`src/rtl/lsu_pmem_master.sv`:
```
// Load/store initiator for the 32-bit physical-memory port.
// Each request takes one or two word beats: one for B/H/W and two for D.
// Misaligned requests get an error response and never touch memory.
// Every output is a register. The output-comb process computes the value each
// output takes in the next state, and the output register loads it.
//
//  state | meaning
//  IDLE  | waiting for a request, req_ready high
//  BEAT0 | first (or only) word beat on the memory port
//  BEAT1 | upper word beat, D accesses only
//  RESP  | resp_valid pulse, then back to IDLE
module lsu_pmem_master #(
    parameter logic [63:0] PMEM_BASE = 64'h8000_0000
) (
    input  logic        clk,
    input  logic        rst_n,
    input  logic        req_valid,
    output logic        req_ready,
    input  logic        req_wen,
    input  logic [1:0]  req_size,
    input  logic        req_unsigned,
    input  logic [63:0] req_addr,
    input  logic [63:0] req_wdata,
    output logic        resp_valid,
    output logic        resp_err,
    output logic [63:0] resp_rdata,
    output logic [63:0] mem_raddr,
    input  logic [31:0] mem_rdata,
    output logic [63:0] mem_waddr,
    output logic [31:0] mem_wdata,
    output logic [7:0]  mem_wmask
);

    typedef enum logic [1:0] {IDLE, BEAT0, BEAT1, RESP} state_t;

    state_t      state, state_nxt;

    // captured request
    logic [63:0] addr_q;
    logic [1:0]  size_q;
    logic        wen_q;
    logic        uns_q;
    logic [31:0] wdhi_q;
    logic [31:0] lo_q;

    // next values of the registered outputs
    logic        req_ready_nxt;
    logic        resp_valid_nxt;
    logic        resp_err_nxt;
    logic [63:0] resp_rdata_nxt;
    logic [63:0] mem_raddr_nxt;
    logic [63:0] mem_waddr_nxt;
    logic [31:0] mem_wdata_nxt;
    logic [7:0]  mem_wmask_nxt;

    logic        accept;
    logic        misal;
    logic [63:0] hi_word_addr;

    function automatic logic is_misaligned(input logic [1:0] size, input logic [2:0] low);
        case (size)
            2'd0:    is_misaligned = 1'b0;
            2'd1:    is_misaligned = low[0];
            2'd2:    is_misaligned = |low[1:0];
            default: is_misaligned = |low[2:0];
        endcase
    endfunction

    function automatic logic [3:0] lane_mask(input logic [1:0] size, input logic [1:0] off);
        case (size)
            2'd0:    lane_mask = 4'b0001 << off;
            2'd1:    lane_mask = 4'b0011 << off;
            default: lane_mask = 4'b1111;
        endcase
    endfunction

    // Sub-doubleword load: shift the addressed lane down, then extend it.
    function automatic logic [63:0] load_ext(input logic [31:0] word, input logic [1:0] off,
                                             input logic [1:0] size, input logic uns);
        logic [31:0] sh;
        sh = word >> {off, 3'b000};
        case (size)
            2'd0:    load_ext = uns ? {56'd0, sh[7:0]}  : {{56{sh[7]}},  sh[7:0]};
            2'd1:    load_ext = uns ? {48'd0, sh[15:0]} : {{48{sh[15]}}, sh[15:0]};
            2'd2:    load_ext = uns ? {32'd0, sh}       : {{32{sh[31]}}, sh};
            default: load_ext = {32'd0, sh};
        endcase
    endfunction

    assign accept       = req_valid && req_ready;
    assign misal        = is_misaligned(req_size, req_addr[2:0]);
    assign hi_word_addr = {addr_q[63:2], 2'b00} + 64'd4;

    // state register
    always_ff @(posedge clk or negedge rst_n) begin
        if (!rst_n) state <= IDLE;
        else        state <= state_nxt;
    end

    // next-state logic
    always_comb begin
        state_nxt = state;
        case (state)
            IDLE:    if (accept) state_nxt = misal ? RESP : BEAT0;
            BEAT0:   state_nxt = (size_q == 2'd3) ? BEAT1 : RESP;
            BEAT1:   state_nxt = RESP;
            default: state_nxt = IDLE;
        endcase
    end

    // next output values; addresses hold unless a beat of the matching kind is issued
    always_comb begin
        req_ready_nxt  = (state_nxt == IDLE);
        resp_valid_nxt = 1'b0;
        resp_err_nxt   = 1'b0;
        resp_rdata_nxt = 64'd0;
        mem_raddr_nxt  = mem_raddr;
        mem_waddr_nxt  = mem_waddr;
        mem_wdata_nxt  = 32'd0;
        mem_wmask_nxt  = 8'd0;
        case (state)
            IDLE: begin
                if (accept) begin
                    if (misal) begin
                        resp_valid_nxt = 1'b1;
                        resp_err_nxt   = 1'b1;
                    end else if (req_wen) begin
                        mem_waddr_nxt = {req_addr[63:2], 2'b00};
                        mem_wdata_nxt = req_wdata[31:0] << {req_addr[1:0], 3'b000};
                        mem_wmask_nxt = {4'd0, lane_mask(req_size, req_addr[1:0])};
                    end else begin
                        mem_raddr_nxt = {req_addr[63:2], 2'b00};
                    end
                end
            end
            BEAT0: begin
                if (size_q == 2'd3) begin
                    if (wen_q) begin
                        mem_waddr_nxt = hi_word_addr;
                        mem_wdata_nxt = wdhi_q;
                        mem_wmask_nxt = 8'h0F;
                    end else begin
                        mem_raddr_nxt = hi_word_addr;
                    end
                end else begin
                    resp_valid_nxt = 1'b1;
                    if (!wen_q) resp_rdata_nxt = load_ext(mem_rdata, addr_q[1:0], size_q, uns_q);
                end
            end
            BEAT1: begin
                resp_valid_nxt = 1'b1;
                if (!wen_q) resp_rdata_nxt = {mem_rdata, lo_q};
            end
            default: ;
        endcase
    end

    // output registers
    always_ff @(posedge clk or negedge rst_n) begin
        if (!rst_n) begin
            req_ready  <= 1'b1;
            resp_valid <= 1'b0;
            resp_err   <= 1'b0;
            resp_rdata <= 64'd0;
            mem_raddr  <= PMEM_BASE;
            mem_waddr  <= PMEM_BASE;
            mem_wdata  <= 32'd0;
            mem_wmask  <= 8'd0;
        end else begin
            req_ready  <= req_ready_nxt;
            resp_valid <= resp_valid_nxt;
            resp_err   <= resp_err_nxt;
            resp_rdata <= resp_rdata_nxt;
            mem_raddr  <= mem_raddr_nxt;
            mem_waddr  <= mem_waddr_nxt;
            mem_wdata  <= mem_wdata_nxt;
            mem_wmask  <= mem_wmask_nxt;
        end
    end

    // request capture on handshake; low load word kept for the D response
    always_ff @(posedge clk or negedge rst_n) begin
        if (!rst_n) begin
            addr_q <= 64'd0;
            size_q <= 2'd0;
            wen_q  <= 1'b0;
            uns_q  <= 1'b0;
            wdhi_q <= 32'd0;
            lo_q   <= 32'd0;
        end else begin
            if (accept) begin
                addr_q <= req_addr;
                size_q <= req_size;
                wen_q  <= req_wen;
                uns_q  <= req_unsigned;
                wdhi_q <= req_wdata[63:32];
            end
            if (state == BEAT0) lo_q <= mem_rdata;
        end
    end

endmodule
```
`config.mk`:
```
export PLATFORM = sky130hd
export DESIGN_NAME = lsu_pmem_master
export DESIGN_NICKNAME = d
export VERILOG_FILES = /design/src/rtl/lsu_pmem_master.sv
export SDC_FILE = /design/constraint.sdc
export NUM_CORES = 1
export LEC_CHECK = 0
export ABC_AREA = 0
export CAP_MARGIN = 10
export CORE_ASPECT_RATIO = 0.9
export CORE_MARGIN = 1.5
export CORE_UTILIZATION = 50
export DETAILED_ROUTE_END_ITERATION = 12
export HOLD_SLACK_MARGIN = 0.03
export PLACE_DENSITY_LB_ADDON = 0.1
export SYNTH_ARGS = -nofsm -noshare
export SYNTH_HDL_FRONTEND = slang
export SYNTH_SLANG_ARGS = --single-unit
```
`constraint.sdc`:
```
create_clock -name clk -period 2.9 [get_ports clk]
set_input_delay 0.29 -clock clk [delete_from_list [all_inputs] [get_ports clk]]
set_output_delay 0.29 -clock clk [all_outputs]
set_load 0.01 [all_outputs]
```
==> results.txt, run 1 <==
The flow ran to the end, and the final reports show no timing, DRC or antenna violations. The total die area is around 35000 um^2. In the global route stage, overall resource usage came out at ~29%.

For this block, the via count after detailed routing is 14357. The initial cell density of the core came out at approximately 51%. The number of antenna violations at the first check in global routing came out at 3. The dominant cell type by area after synthesis is dfrtp_1. The number of buffers inserted to repair setup after CTS is 0. Sequential elements use a little over half of the synthesized area.

The count of yosys warnings during synthesis came out at 0. The largest stage delay on the critical path came out at roughly 0.91 ns. The final-layout fill cell count came out at approximately 2600. The number of global-route vias before repair is 14056. The fraction of the mapped netlist area in compound gates came out at between 10% and 20%.

The synthesized-area fraction occupied by xor and xnor cells is 1.89%. The total count of max-transition violations in the final report is 0. The number of buffers between clock root and the deepest sink came out at 3. The pin count of the biggest net entering global routing came out at 96. The required time at the worst-slack endpoint came out at around 3.3 ns.

STA classifies the critical path startpoint as a flop. Dividing the synthesized area by the synthesized cell count gives 9.71 um^2. The synthesized design contains 0 enable-type register cells.

In the routed layout, each cell is associated on average with a via count of ~5.7. IR analysis of the VDD net gives a maximum drop of approximately 0.58 mV. The synthesized-area fraction occupied by and/or/nand/nor cells came out at roughly a fifth. The post-synthesis sequential element count is roughly 360. Clock tree synthesis selected as its root buffer the cell clkbuf_16.

The arrival time of the worst setup path is 2.86 ns. The final critical path takes up a little over four fifths of the cycle. The clock sink count is about 360. The maximum clock rate came out at 411 MHz. The power per cell area is just over 1000 nW/um^2. The global-route wire length before repair is between 70000 and 80000 um. For the final routed database, the setup TNS stands at 0 ns. The commonest cells after synthesis are 473 x nand2_1, 358 x dfrtp_1, 106 x o21ai_0. Compared with the post-synthesis result, the final layout area differs by 34.8%.

The post-synthesis instance total came out at about 1700. After synthesis, the largest family of logic cells by area is simple AND/OR/NAND/NOR gates. Setup repair after global routing left no endpoint under its margin. The endpoint class of the critical path is a flop. The worst relative slew slack is between 20% and 30%. The fraction of layout cells with a size suffix above 1 is around a tenth.

Summed over all layers, the global routing overflow is 0. The clock slew seen by the registers of the worst setup and hold paths came out at 0.06 ns. The most frequent cell after synthesis is nand2_1. The TritonCTS buffer count is 38. The final net count came out at approximately 2300. The core outline area is about 33000 um^2. Among all flip-flop cells after synthesis, the most frequent one is dfrtp_1. Yosys attributes the largest share of cell area to dfrtp_1 54%, nand2_1 11%, mux2_2 4.3%, o21ai_0 3.2%, o31ai_1 2.5%. The first-pass detailed-route iteration total came out at 5. Across the routed clock network, the largest skew measured is around 0.021 ns. The end-of-flow core utilization came out at between 60% and 70%. The weighted congestion at the end of routability-driven global placement is about 0.89. The placed wire-length estimate after detailed placement came out at roughly 35000 um. The critical path goes through buf_4 -> nand2_1 -> o22ai_1 -> nand2_1 -> a211oi_2 -> a21oi_1 -> o21ai_0. The static leakage is 10.3 nW. The initial detailed-routing violation count came out at 979. The die span in x is ~200 um. After synthesis, the netlist uses between 60 and 70 different library cells. The area share of fa/ha/maj cells after synthesis is less than 1%. The tightest min-delay check is of the input pin to flop type. In the final routed layout, each cell accounts on average for ~20 um. The final count of negative-setup-slack endpoints came out at 0. For the pin with the worst max-slew slack, the measured transition is 1.10 ns. The number of routed nets with antenna violations came out at 0. The site row count came out at 63. Of all nets on the critical path, the largest fanout is 24. The max-cap check violation count came out at 0.

The slowest stage of the critical path is the a211oi_2 cell. The final wirelength is ~50000 um. The combined flip-flop and latch cell area came out at about 9000 um^2.

The CTS tree is yes. The number of hold violations in the final report came out at 0. For this run, design rule violations remaining after detail routing come to 0.

The mux contribution to synthesized area is slightly below 7%. For the worst-skew pair, the clock arrives at the later sink with an insertion delay of between 0.5 and 0.6 ns. The quantity of gates resized following cts is 0. The count of port buffers added during placement came out at between 300 and 400.

The top cell type by area accounts for a little over half of the synthesized area. The number of H-tree levels is 2. The top-level port count came out at roughly 400. The most numerous cell type found on the critical path is nand2_1. The die outline height came out at 176 um. The async set-or-reset flop fraction in the synthesized netlist is 100%. The setup path with the least slack is of type flop to flop. Subtracting the final worst setup slack from the clock period gives about 2.4 ns. The multi-input gate area in the final layout came out at slightly above 7000 um^2. The cell area after synthesis is between 15000 and 20000 um^2.
kinds of logic after synthesis:
| family | count (synthesis) |
|---|---|
| simple gates | 735 |
| flops | 361 |
| compound gates | 343 |
| buf+inv | 136 |
| mux | 105 |
| xor+xnor | 36 |
| fa+ha+maj | 5 |
| other cells | 1 |
path summary, 6_finish.rpt:
kind | start | cells after the start | slack, ns | end
min in group asynchronous | rst_n | 2 | 0.39 | lo_q[14]
worst max-delay path | addr_q[1] | 7 | 0.47 | resp_rdata[29]
worst min register to register | lo_q[17] | 2 | 0.47 | resp_rdata[17]
worst max register to register | addr_q[1] | 7 | 0.47 | resp_rdata[29]
worst min-delay path | req_wdata[52] | 3 | 0.29 | wdhi_q[20]
max in group asynchronous | rst_n | 3 | 1.62 | mem_waddr[49]
registers in the layout (all words and copies together) (netlist names), 4 cells and up:
| register | cells |
|---|---|
| lo_q | 32 |
| mem_wmask | 4 |
| mem_waddr | 62 |
| mem_raddr | 62 |
| wdhi_q | 32 |
| resp_rdata | 64 |
| addr_q | 64 |
| mem_wdata | 32 |
cell usage in the layout (no fill, tap or decap), drive strengths merged, types with 6 or more instances in the layout:
cell type	Yosys	final
nand3	31	31
o21ai	108	108
nor2	95	95
or4	6	6
a21oi	50	50
nor4	20	20
inv	13	14
clkdlybuf4s50	0	392
and4	13	13
a22o	43	43
mux2i	40	40
a21o	42	42
dfrtp	358	358
clkinv	0	7
clkbuf	81	55
o31ai	58	58
a31o	6	6
nand2	473	473
nor3	17	17
and3	16	16
nor2b	14	14
xnor2	20	20
nand4	31	31
a22oi	8	8
mux2	64	64
conb	1	8
xor2	16	16
and2	6	6
o31a	7	7
buf	42	47
a21boi	8	8
worst max-delay path, delay by kind of cell (launching register included):
kind | cells | cell delay [ns]
compound gates | 4 | 1.43
flops | 1 | 0.39
buf+inv | 1 | 0.30
simple gates | 2 | 0.20
report_power, final:
| part | internal [mW] | switching (mW) | leakage, nW |
|---|---|---|---|
| logic | 4.58 | 4.86 | 5.06 |
| clock network | 3.08 | 2.04 | 0.648 |
| registers | 7.11 | 1.54 | 4.60 |
| total | 14.8 | 8.44 | 10.3 |
layer usage:
metal | GRT usage [%] | up-vias | wire length (um)
li1 | - | 6659 | -
met1 | 39.2 | 7105 | 21500
met2 | 47.4 | 504 | 24000
met3 | 4.95 | 87 | 3220
met4 | 8.37 | 2 | 1250
met5 | 0 | - | 13
through the flow:
stage	hold slack [ns]	power (mW)	std cells	worst slack (ns)	instance area (um^2)
2_1_floorplan	-0.00559	13.5	1729	0.743	16700
3_3_place_gp	0.382	17.8	2467	0.394	21200
3_5_place_dp	0.388	18.1	2467	0.259	21200
4_1_cts	0.277	23.3	2536	0.475	22500
5_1_grt	0.295	24.6	2536	0.252	22500
6_report	0.294	23.2	2537	0.466	22500
repair_timing:
| item | CTS | global route |
|---|---|---|
| hold buffers | 1 | 0 |
| endpoints found under the hold margin | 84 | 0 |
| endpoints found under the setup margin | 0 | 0 |
layout make-up:
class | count | share of cell area [%]
timing repair buffer | 440 | 19.6
multi-input combinational | 1232 | 31.9
antenna | 1 | 0.0111
tap | 422 | 2.34
sequential | 361 | 40.1
inverter | 13 | 0.217
clock buffer | 55 | 5.04
clock inverter | 13 | 0.761
(Power assumes the default switching activity.)
==> run 2: changes to the inputs <==
Clock period 2.9 ns to 2.4 ns, I/O delays scaled along.
==> results.txt, run 2 (synthesized netlist as in run 1, its figures left out) <==
The number of H-tree levels is 2 (unchanged). The number of cells after detailed placement is 2496 (was 2467). The final instance count without filler cells came to 2567 (was 2537). The number of routed nets with antenna violations is 0 (unchanged). The startpoint type of the worst setup path is a flop (unchanged). Regs by FF count: addr_q (64), resp_rdata (64) (unchanged). The end-of-flow core utilization came out at 69.3% (was 68.4%). The overflow left after global routing came out at 0 (unchanged). The power per cell area came out at 1230 nW/um^2 (was 1030 nW/um^2). The placed cell area is 21500 um^2 (was 21200 um^2). The worst clock skew on the final layout is 0.0146 ns (was 0.0211 ns). The total routing resource utilization after global routing is 28.4% (was 28.7%). The weighted congestion at the end of routability-driven global placement is 0.920 (was 0.893). The TritonCTS buffer count is 38 (unchanged). The worst setup path startpoint was addr_q[30] (was addr_q[1]). The number of global-route vias before repair came out at 14052 (was 14056). The total die area is 34500 um^2 (unchanged). RSZ-0062 raised after global routing: false (unchanged).

The largest fanout on the critical path is 8 (was 24). The slew at the pin closest to its max-slew limit was 0.804 ns (was 1.10 ns). The number of buffers between clock root and the deepest sink is 3 (unchanged).

The routed via count divided by cell count came out at 5.61 (was 5.66). The category of the critical setup timing path is flop to flop (unchanged). Result of the run: finished clean (unchanged). The max-cap check violation count is 0 (unchanged). The maximum resistive drop on vdd is 0.699 mV (was 0.577 mV). The required time at the worst-slack endpoint came to 2.79 ns (was 3.32 ns). The destination of the worst hold path is wdhi_q[23] (was wdhi_q[20]). The latest clock arrival within the worst-skew pair is 0.52 ns (was 0.53 ns).

Highest-count cells in the layout ignoring fill and taps: 472 x nand2_1, 392 x clkdlybuf4s50_1, 358 x dfrtp_1 (unchanged). The overall power of the completed layout is 28.0 mW (was 23.2 mW). The most common cell after layout, fill and taps aside is nand2_1 (unchanged). The initial detailed-routing violation count came out at 896 (was 979). The die span in x came out at 196 um (unchanged).

The top-level port count is 402 (unchanged). The site row count is 63 (unchanged). The core outline area came out at 32900 um^2 (unchanged).

The final wirelength is 49600 um (was 50000 um). The endpoint class of the critical path is a flop (unchanged). The cell at the root of the clock tree is clkbuf_16 (unchanged). The placed wire-length estimate after detailed placement is 35300 um (was 35000 um). The worst relative slew slack was 46.3% (was 26.3%). The startpoint of the most critical register-to-register path is addr_q[30] (was addr_q[1]). The number of antenna violations at the first check in global routing came out at 3 (unchanged). The final net count came out at 2288 (was 2258). The final cycle utilization of the critical path is 96.7% (was 83.9%). The post-route setup TNS was 0 ns (unchanged). The beginning of the worst hold path is req_wdata[55] (was req_wdata[52]). The die outline height came out at 176 um (unchanged). The maximum clock rate came out at 431 MHz (was 411 MHz).

The post-detailed-route wirelength per cell came to 19.3 um (was 19.7 um). The time the final worst path needs with I/O delays and setup came out at 2.32 ns (was 2.43 ns). The post-synthesis to final-layout area growth is 36.5% (was 34.8%).

The pin count of the biggest net entering global routing is 68 (was 96). The arrival time of the worst setup path is 2.71 ns (was 2.86 ns). The length in cells of the worst reg-to-reg path came to 6 (was 7). The clock slew seen by the registers of the worst setup and hold paths was 0.06 ns (about the same). The internal reg-to-reg setup slack is 0.08 ns (was 0.47 ns). The endpoint of the most critical register-to-register path is mem_waddr[59] (was resp_rdata[29]). The CTS tree is yes (unchanged). The fraction of layout cells with a size suffix above 1 came to 11.9% (was 10.3%). The global-route wire length before repair is 77600 um (was 78600 um). The number of cells on the worst hold path is 3 (unchanged).

The number of hold violations in the final report is 0 (unchanged). The clock sink count was 361 (unchanged). The initial cell density of the core came out at 50.7% (unchanged). The total count of max-transition violations in the final report came out at 0 (unchanged). The post-route standard cell area excluding fillers is 22800 um^2 (was 22500 um^2).

The classification of the worst-slack hold path is input pin to flop (unchanged). The count of port buffers added during placement is 393 (unchanged). The first-pass detailed-route iteration total came to 5 (unchanged). The via count of the routed design was 14405 (was 14357). The static leakage came out at 10.5 nW (was 10.3 nW).

The detailed-route DRC error count is 0 (unchanged). The final count of negative-setup-slack endpoints came out at 0 (unchanged).
## run 2: layout make-up
class,count,area [um^2]
diodes,2,5.00
clock buffers,52,1160
clock inverters,15,125
fillers,2611,10100
inverters,13,48.8
multi-input cells,1232,7200
flip-flops and latches,361,9040
well taps,422,528
repair buffers,470,4720
## run 2: power by group
part | switching (mW) | internal, mW
logic | 5.88 | 5.72
registers | 1.81 | 8.60
clock network | 2.42 | 3.58
## run 2: metrics by stage
| step | setup WS, ns | hold slack [ns] |
|---|---|---|
| after floorplan | 0.243 | -0.0556 |
| after global placement | 0.0775 | 0.220 |
| after detailed placement | 0.0232 | 0.224 |
| after CTS | 0.0838 | 0.236 |
| after global routing | 0.00374 | 0.257 |
| final | 0.0793 | 0.251 |
## run 2: metal layers
layer  vias to the layer above  global-route usage, %  wire, um
li1                       6712                      -         -
met5                         -                      0        14
met1                      7069                   39.1     21400
met3                       100                   4.76      3150
met4                         2                   9.65      1530
met2                       522                   45.8     23400
## run 2: critical path, stage by stage, from the launching register on
cell	delay, ns
dfrtp_1	0.46
and4_1	0.27
and3_1	0.26
nand4_1	0.22
or4_1	0.51
a21oi_1	0.32
o31ai_1	0.15
## run 2: timing repair
item                                    4_1_cts  5_1_grt
endpoints found under the setup margin        0       17
hold buffers                                  1        0
hold endpoints to repair                     49        0
gates resized for setup                       0        4
buffers inserted                              0        1
## run 2: worst max path at each step
stage                     to  slack (ns)  cells past startpoint
2_1_floorplan  mem_waddr[39]        0.24                     10
3_3_place_gp    mem_wdata[2]        0.08                      7
3_5_place_dp    mem_wdata[7]        0.02                      7
4_1_cts        mem_waddr[60]        0.08                      6
5_1_grt        mem_waddr[58]       0.004                      6
6_report       mem_waddr[59]        0.08                      6
